===== src/rtl/alu_pkg.sv =====
// Shared definitions for the multi-cycle ALU: default operand width,
// operation codes and the control FSM state encoding.
package alu_pkg;

    localparam int LARGURA_PADRAO = 32;

    localparam logic [3:0] OP_AND   = 4'b0000;
    localparam logic [3:0] OP_OR    = 4'b0001;
    localparam logic [3:0] OP_ADD   = 4'b0010;
    localparam logic [3:0] OP_SUB   = 4'b0110;
    localparam logic [3:0] OP_SLT   = 4'b0111;
    localparam logic [3:0] OP_NOR   = 4'b1100;
    localparam logic [3:0] OP_MULT  = 4'b1000;
    localparam logic [3:0] OP_MULTU = 4'b1001;
    localparam logic [3:0] OP_DIV   = 4'b1010;
    localparam logic [3:0] OP_DIVU  = 4'b1011;
    localparam logic [3:0] OP_MFHI  = 4'b1101;
    localparam logic [3:0] OP_MFLO  = 4'b1110;

    typedef enum logic [1:0] {
        OCIOSO     = 2'd0,
        MULTIPLICA = 2'd1,
        DIVIDE     = 2'd2,
        FIM        = 2'd3
    } estado_t;

endpackage


===== src/rtl/mul_div_iterativo.sv =====
// Iterative multiply/divide datapath: shift-add multiplication and restoring
// division on operand magnitudes, one bit per step, with the sign fix-up
// applied on the last step when HI/LO are written.
// The divider is built only when ALU_DIVISAO_EN is defined.
module mul_div_iterativo
    import alu_pkg::*;
#(
    parameter int LARGURA = LARGURA_PADRAO
) (
    input  logic               clock,
    input  logic               reset,
    input  logic               iniciar,
`ifdef ALU_DIVISAO_EN
    input  logic               ehDivisao,
    input  logic               carregaDivZero,
`endif
    input  logic               comSinal,
    input  logic               passo,
    input  logic [LARGURA-1:0] entrada1,
    input  logic [LARGURA-1:0] entrada2,
    output logic [LARGURA-1:0] hi,
    output logic [LARGURA-1:0] lo,
    output logic [LARGURA-1:0] loFinal,
    output logic               ultimoPasso
);

    localparam int CW = $clog2(LARGURA);

    function automatic logic [LARGURA-1:0] magnitude(input logic [LARGURA-1:0] v, input logic s);
        return (s && v[LARGURA-1]) ? -v : v;
    endfunction

    // acc holds the running product high half (mul) or partial remainder (div);
    // wLo holds the multiplier being shifted out or the quotient being shifted in.
    logic [LARGURA-1:0]   acc;
    logic [LARGURA-1:0]   wLo;
    logic [LARGURA-1:0]   operando;
    logic                 negaResultado;
    logic [CW-1:0]        contador;

    logic [LARGURA:0]     soma;
    logic [LARGURA-1:0]   hiProx;
    logic [LARGURA-1:0]   loProx;
    logic [LARGURA-1:0]   hiFinal;
    logic [2*LARGURA-1:0] produto;

`ifdef ALU_DIVISAO_EN
    logic                 modoDiv;
    logic                 negaResto;
    logic [LARGURA:0]     deslocado;
    logic [LARGURA:0]     tentativa;
    logic [LARGURA-1:0]   quociente;
    logic [LARGURA-1:0]   resto;
`endif

    assign ultimoPasso = (contador == CW'(LARGURA - 1));

    // One iteration of the selected algorithm plus the signed result it would give if final.
    always_comb begin
        soma    = {1'b0, acc} + (wLo[0] ? {1'b0, operando} : '0);
        hiProx  = soma[LARGURA:1];
        loProx  = {soma[0], wLo[LARGURA-1:1]};
        produto = {hiProx, loProx};
        if (negaResultado) begin
            produto = -produto;
        end
        hiFinal = produto[2*LARGURA-1:LARGURA];
        loFinal = produto[LARGURA-1:0];
`ifdef ALU_DIVISAO_EN
        // Restoring step: remainder is always below the divisor, so one extra bit suffices.
        deslocado = {acc, wLo[LARGURA-1]};
        tentativa = deslocado - {1'b0, operando};
        quociente = {wLo[LARGURA-2:0], ~tentativa[LARGURA]};
        resto     = tentativa[LARGURA] ? deslocado[LARGURA-1:0] : tentativa[LARGURA-1:0];
        if (modoDiv) begin
            hiProx  = resto;
            loProx  = quociente;
            hiFinal = negaResto ? -resto : resto;
            loFinal = negaResultado ? -quociente : quociente;
        end
`endif
    end

    // Operand load on accept, iteration while stepping, HI/LO written on the last step.
    always_ff @(posedge clock or negedge reset) begin
        if (!reset) begin
            acc           <= '0;
            wLo           <= '0;
            operando      <= '0;
            negaResultado <= 1'b0;
            contador      <= '0;
            hi            <= '0;
            lo            <= '0;
`ifdef ALU_DIVISAO_EN
            modoDiv       <= 1'b0;
            negaResto     <= 1'b0;
`endif
        end else if (iniciar) begin
            acc           <= '0;
            wLo           <= magnitude(entrada1, comSinal);
            operando      <= magnitude(entrada2, comSinal);
            negaResultado <= comSinal && (entrada1[LARGURA-1] ^ entrada2[LARGURA-1]);
            contador      <= '0;
`ifdef ALU_DIVISAO_EN
            modoDiv       <= ehDivisao;
            negaResto     <= comSinal && entrada1[LARGURA-1];
`endif
        end else if (passo) begin
            acc      <= hiProx;
            wLo      <= loProx;
            contador <= contador + 1'b1;
            if (ultimoPasso) begin
                hi       <= hiFinal;
                lo       <= loFinal;
                contador <= '0;
            end
`ifdef ALU_DIVISAO_EN
        end else if (carregaDivZero) begin
            hi <= entrada1;
            lo <= '1;
`endif
        end
    end

endmodule


===== src/rtl/alu_multiciclo.sv =====
// Multi-cycle ALU top: control FSM, single-cycle operations and the
// registered result/flag outputs. Optional divider: ALU_DIVISAO_EN.
//
// Handshake: a request is accepted on a rising edge where valido && pronto;
// operands and code are captured only then. valido while pronto is low is
// dropped, not queued. valido_saida is a one-cycle pulse marking saida, zero
// and overflow as new; those outputs hold until the next completion.
module alu_multiciclo
    import alu_pkg::*;
#(
    parameter int LARGURA = LARGURA_PADRAO
) (
    input  logic               clock,
    input  logic               reset,
    input  logic               valido,
    output logic               pronto,
    input  logic [LARGURA-1:0] entrada1,
    input  logic [LARGURA-1:0] entrada2,
    input  logic [3:0]         unidadeControle,
    output logic [LARGURA-1:0] saida,
    output logic               valido_saida,
    output logic               zero,
    output logic               overflow,
    output estado_t            estado
);

    estado_t            proxEstado;
    logic               aceita;
    logic               ehMul;
    logic               comSinal;
    logic               iniciar;
    logic               passo;
    logic               ultimoPasso;
    logic [LARGURA-1:0] hi;
    logic [LARGURA-1:0] lo;
    logic [LARGURA-1:0] loFinal;
    logic [LARGURA-1:0] soma;
    logic [LARGURA-1:0] diferenca;
    logic [LARGURA-1:0] resultado;
    logic               ovfResultado;
`ifdef ALU_DIVISAO_EN
    logic               ehDiv;
    logic               divZero;
`endif

    // Decode which accepted operations start the iterative datapath.
    always_comb begin
        aceita = valido && pronto;
        ehMul  = (unidadeControle == OP_MULT) || (unidadeControle == OP_MULTU);
`ifdef ALU_DIVISAO_EN
        ehDiv    = (unidadeControle == OP_DIV) || (unidadeControle == OP_DIVU);
        divZero  = ehDiv && (entrada2 == '0);
        comSinal = (unidadeControle == OP_MULT) || (unidadeControle == OP_DIV);
        iniciar  = aceita && (ehMul || (ehDiv && !divZero));
`else
        comSinal = (unidadeControle == OP_MULT);
        iniciar  = aceita && ehMul;
`endif
    end

    // State register.
    always_ff @(posedge clock or negedge reset) begin
        if (!reset) begin
            estado <= OCIOSO;
        end else begin
            estado <= proxEstado;
        end
    end

    // Next state and FSM-derived controls.
    always_comb begin
        proxEstado = estado;
        pronto     = (estado == OCIOSO);
        passo      = (estado == MULTIPLICA) || (estado == DIVIDE);
        case (estado)
            OCIOSO: begin
                if (aceita && ehMul) begin
                    proxEstado = MULTIPLICA;
`ifdef ALU_DIVISAO_EN
                end else if (aceita && ehDiv && !divZero) begin
                    proxEstado = DIVIDE;
`endif
                end
            end
            MULTIPLICA, DIVIDE: begin
                if (ultimoPasso) begin
                    proxEstado = FIM;
                end
            end
            FIM: begin
                proxEstado = OCIOSO;
            end
        endcase
    end

    // Single-cycle results; division by zero reports the all-ones quotient.
    always_comb begin
        soma         = entrada1 + entrada2;
        diferenca    = entrada1 - entrada2;
        resultado    = '0;
        ovfResultado = 1'b0;
        case (unidadeControle)
            OP_AND: resultado = entrada1 & entrada2;
            OP_OR:  resultado = entrada1 | entrada2;
            OP_ADD: begin
                resultado    = soma;
                ovfResultado = (entrada1[LARGURA-1] == entrada2[LARGURA-1]) &&
                               (soma[LARGURA-1] != entrada1[LARGURA-1]);
            end
            OP_SUB: begin
                resultado    = diferenca;
                ovfResultado = (entrada1[LARGURA-1] != entrada2[LARGURA-1]) &&
                               (diferenca[LARGURA-1] != entrada1[LARGURA-1]);
            end
            OP_SLT:  resultado = {{(LARGURA-1){1'b0}}, ($signed(entrada1) < $signed(entrada2))};
            OP_NOR:  resultado = ~(entrada1 | entrada2);
            OP_MFHI: resultado = hi;
            OP_MFLO: resultado = lo;
`ifdef ALU_DIVISAO_EN
            OP_DIV, OP_DIVU: resultado = '1;
`endif
            default: resultado = '0;
        endcase
    end

    // Output registers: load on the last iterative step or on a single-cycle accept.
    always_ff @(posedge clock or negedge reset) begin
        if (!reset) begin
            saida        <= '0;
            zero         <= 1'b1;
            overflow     <= 1'b0;
            valido_saida <= 1'b0;
        end else begin
            valido_saida <= 1'b0;
            if (passo && ultimoPasso) begin
                saida        <= loFinal;
                zero         <= (loFinal == '0);
                overflow     <= 1'b0;
                valido_saida <= 1'b1;
            end else if (aceita && !iniciar) begin
                saida        <= resultado;
                zero         <= (resultado == '0);
                overflow     <= ovfResultado;
                valido_saida <= 1'b1;
            end
        end
    end

    mul_div_iterativo #(
        .LARGURA(LARGURA)
    ) u_mul_div (
        .clock         (clock),
        .reset         (reset),
        .iniciar       (iniciar),
`ifdef ALU_DIVISAO_EN
        .ehDivisao     (ehDiv),
        .carregaDivZero(aceita && divZero),
`endif
        .comSinal      (comSinal),
        .passo         (passo),
        .entrada1      (entrada1),
        .entrada2      (entrada2),
        .hi            (hi),
        .lo            (lo),
        .loFinal       (loFinal),
        .ultimoPasso   (ultimoPasso)
    );

endmodule


===== config.mk =====
export PLATFORM = sky130hd
export DESIGN_NAME = alu_multiciclo
export DESIGN_NICKNAME = d
export VERILOG_FILES = /design/src/rtl/alu_pkg.sv /design/src/rtl/mul_div_iterativo.sv /design/src/rtl/alu_multiciclo.sv
export SDC_FILE = /design/constraint.sdc
export NUM_CORES = 1
export LEC_CHECK = 0
export ABC_AREA = 1
export CORE_MARGIN = 4
export CORE_UTILIZATION = 49
export CTS_BUF_LIST = sky130_fd_sc_hd__clkbuf_16
export CTS_CLUSTER_DIAMETER = 30
export CTS_CLUSTER_SIZE = 28
export DETAILED_ROUTE_END_ITERATION = 6
export HOLD_SLACK_MARGIN = 0.12
export PLACE_DENSITY_LB_ADDON = 0.15
export REMOVE_ABC_BUFFERS = 1
export SYNTH_ARGS = -nofsm -noshare
export SYNTH_HDL_FRONTEND = slang
export SYNTH_SLANG_ARGS = --single-unit

===== constraint.sdc =====
create_clock -name clock -period 3.93 [get_ports clock]
set_input_delay 0.393 -clock clock [delete_from_list [all_inputs] [get_ports clock]]
set_output_delay 0.393 -clock clock [all_outputs]
set_load 0.05 [all_outputs]

==> summary by stage <==
GRT
The first global-routing pass estimated 140,000 um of wire. The maximum number of pins on one net before global-route repair is 99. The via count of the first global-routing pass was 23,800.

The total global routing track utilization is 39.1%. The initial antenna violation count was 2. For this run the aggregate overflow at the end of global routing stands at 0.

STA
The number of hold-slack violations in the final timing report came to 0. Setup violations remaining at the end of the flow were counted as 0. For the pin with the worst max-slew slack, the measured transition is 1.25 ns. For this run, the top clock speed supported by timing is 281 MHz. The worst pin sits at a relative slew slack of 16.4%. Setup repair after global routing left no endpoint under its margin.

The final number of max-transition violations is 0. The clock period minus worst slack is 3.56 ns. Clock skew on the completed layout was measured at 0.0237 ns. The final worst-path cycle share is 90.5%.

Floorplan
The area of the core region is 42,200 sq um. The count of boundary I/O pins is 109. The width of the chip is 215 um. The die covers 46,300 sq um.

Measured along the y axis, the die boundary spans 215 um. The number of cell rows is 75. The initial utilization of the core area, before any placement, comes to 49.8%.

Critical path
The kind of capture point of the worst setup path is a flip-flop. Measured in cells, the most critical reg-to-reg path has a length of 19. The launching element type of the critical path is a flip-flop. In this run the worst path has a maximum fanout of 33. For the worst setup path, the data required time is 4.40 ns.

The arrival time of the worst setup path is 4.02 ns. The critical path in this run is classified as reg2reg.

Route
The total via count after detailed routing is 24,600. The detailed router finished its first iteration with 2,836 violations. The detail route stage leaves a number of antenna-violating nets equal to 0.

The final wirelength is 94,000 um. Using the TritonRoute via totals, the vias-per-cell ratio works out to 5.86. The mean routed wirelength per cell is 22.4 um.

After detailed routing, the number of remaining DRC violations is 0. The number of iterations in the first detailed-routing pass is 6.

Logic synthesis
Of the synthesized area, sequential elements account for 24.2%. In the synthesized netlist, the number of instances is 3,458. Yosys printed 0 warnings. Counting flops with a built-in enable in the synthesized netlist gives 0. The most instantiated flip-flop cell in the synthesis netlist is dfrtp_1. The synthesized netlist contains 58 unique library cells. Summing every instance area after synthesis gives 21,000 sq um. By instance count, the leading cell after synthesis is nand2_1. The cell type with the largest total area after synthesis is dfrtp_1. The share of synthesized area in the top cell type comes to 24.0%.

By area the synthesized netlist is led by dfrtp_1 (24%), nand2_1 (19%), inv_1 (9.2%), ha_1 (8.7%), nand3_1 (6.9%). The share of flip-flops with an asynchronous set or reset is 100%. The flip-flop and latch count after synthesis is 203.

The commonest cells after synthesis are nand2_1 (1,053), inv_1 (515), nor2_1 (368). The average cell area after synthesis is 6.08 sq um.

Clocking
For the worst-skew pair, the clock arrives at the later sink with an insertion delay of 0.54 ns. The count of clock tree sinks is 203. The root buffer selected by CTS is clkbuf_16. The deepest clock path buffer count is 3.

CTS built an H-tree with a depth of 2. The CTS tree is done. After clock tree synthesis, the clock-pin slew on the worst setup and hold paths is 0.05 ns. The number of buffers inserted during clock tree synthesis is 37.

Placed design
Summed over all nets, the half-perimeter wirelength after detailed placement is 77,000 um. The final weighted congestion in routability-driven placement is 1.04. In this run, placement finished with an instance count of 4,121. The total of buffers placed on input and output ports is 108. The placed instance area is 23,300 sq um.

Final layout
The number of diodes added for antenna fixing is 0. The finished cells cover 24,600 sq um. The finished layout holds 4,189 standard cells, fillers aside. The relative area change from synthesis to final layout is 16.8%. The net total in the final layout is 3,843.

Cells with a size suffix above 1 make up 7.97% of the layout. The end-of-flow core utilization is 58.2%.

Power and ir drop
The total power is 0.0154 W. The worst-case IR drop observed on VDD is 0.000420 V. The reported leakage power is 12.8 nW.

The power per cell area is 628 nW/um^2.

Job
Across the run, the number of max-cap violations was 0.

Min path
The worst hold path was traced through 2 stages. The path type of the worst min-delay path is reg2reg.

Status
The run finished with clean final reports.
-- cells by family (layout without fill, tap and decap cells) --
logic type	after synthesis	in the layout	share of synthesized area (%)
AND/OR/NAND/NOR	1894	1894	37.9
buffers and inverters	634	826	11.6
AO/OA/AOI/OAI	503	503	14.0
flip-flops	203	203	24.2
adder cells (fa/ha/maj)	150	150	9.03
XOR/XNOR	74	74	3.24
-- area by class of cell --
cell class                      instances  area (sq um)
Fill cell                            4133         17700
Multi-Input combinational cell       2621         13500
Sequential cell                       203          5080
Timing Repair Buffer                  229          2040
Inverter                              530          1990
Clock buffer                           37           926
Tap cell                              539           674
Clock inverter                         30           322
-- state kept, by name (all words and copies together) (netlist names) --
| name | count |
|---|---|
| valido_saida | 1 |
| u_mul_div.operando | 32 |
| estado | 2 |
| zero | 1 |
| u_mul_div.acc | 32 |
| u_mul_div.lo | 32 |
| saida | 32 |
| u_mul_div.negaResultado | 1 |
| u_mul_div.wLo | 32 |
| u_mul_div.contador | 5 |
| overflow | 1 |
| u_mul_div.hi | 32 |
-- critical path, cell delays in order, from the launching register on --
cell and delay, ns:
dfrtp_1 0.39, buf_12 0.17, nand2_1 0.09, inv_1 0.05, ha_1 0.42, nand2_2 0.10
nor2_1 0.21, inv_1 0.09, nor2_2 0.27, nand4_1 0.25, nand3_1 0.15, nand2_1 0.07
nand2_2 0.11, nand2_1 0.13, nor2_1 0.29, nand3_1 0.22, nand2_2 0.16, xor2_1 0.17
nand2_1 0.07, nand2_1 0.07
-- per-layer routing --
metal / share of wire, % / wire length [um] / GRT usage, %
met4: 6.3 / 5920 / 19.9
met3: 9.1 / 8580 / 6.44
met5: 0.017 / 16 / 0
met1: 40 / 38100 / 51.3
met2: 44 / 41400 / 62.6
-- metrics by stage --
stage | TNS [ns] | hold WS [ns] | setup slack (ns)
final | 0 | 0.480 | 0.373
after global routing | 0 | 0.500 | 0.0324
after CTS | 0 | 0.486 | 0.453
after detailed placement | 0 | 0.472 | 0.102
after global placement | 0 | 0.464 | 0.0282
after floorplan | -61.98 | 0.0974 | -1.69
-- placed cells by master, fill, tap and decap left out, drive strengths merged, types with 2 or more instances in the layout --
master         synthesis  routed
a2111oi                3       3
a211oi                 7       7
a21o                   2       2
a21oi                132     132
a221oi                 7       7
a22o                   3       3
a22oi                 21      21
a31oi                  6       6
and2                   4       4
and3                   2       2
buf                   41     120
bufinv                 0       5
clkbuf                63      38
clkdlybuf4s50          0     107
clkinv                 3      11
clkinvlp               0       4
dfrtp                202     202
fa                     3       3
ha                   147     147
inv                  527     540
nand2               1088    1088
nand3                294     294
nand3b                14      14
nand4                 37      37
nor2                 398     398
nor3                  41      41
nor4                   8       8
o211a                  6       6
o211ai                 6       6
o21a                   2       2
o21ai                227     227
o21bai                19      19
o221ai                33      33
o22ai                 22      22
o31ai                  3       3
or2                    8       8
xnor2                  6       6
xor2                  68      68
-- path summary, 6_finish.rpt --
kind,start,to,slack (ns)
max in group asynchronous,reset,saida[10],2.55
max,u_mul_div.wLo[0],u_mul_div.hi[20],0.37
min reg2reg,u_mul_div.operando[4],u_mul_div.operando[4],0.48
max reg2reg,u_mul_div.wLo[0],u_mul_div.hi[20],0.37
min,u_mul_div.operando[4],u_mul_div.operando[4],0.48
min in group asynchronous,reset,u_mul_div.wLo[5],0.50
-- repair_timing --
action,in CTS,in global routing
gates resized for setup,0,0
setup buffers,0,0
hold buffers,1,0
hold endpoints to repair,94,0
-- power breakdown --
group          leakage, nW  internal (W)  switching, W
logic                 9.66       0.00260       0.00601
clock network        0.625       0.00207       0.00118
registers             2.54       0.00295      0.000636
total                 12.8       0.00762       0.00783
Note: power is estimated with default switching activity, not from simulation.
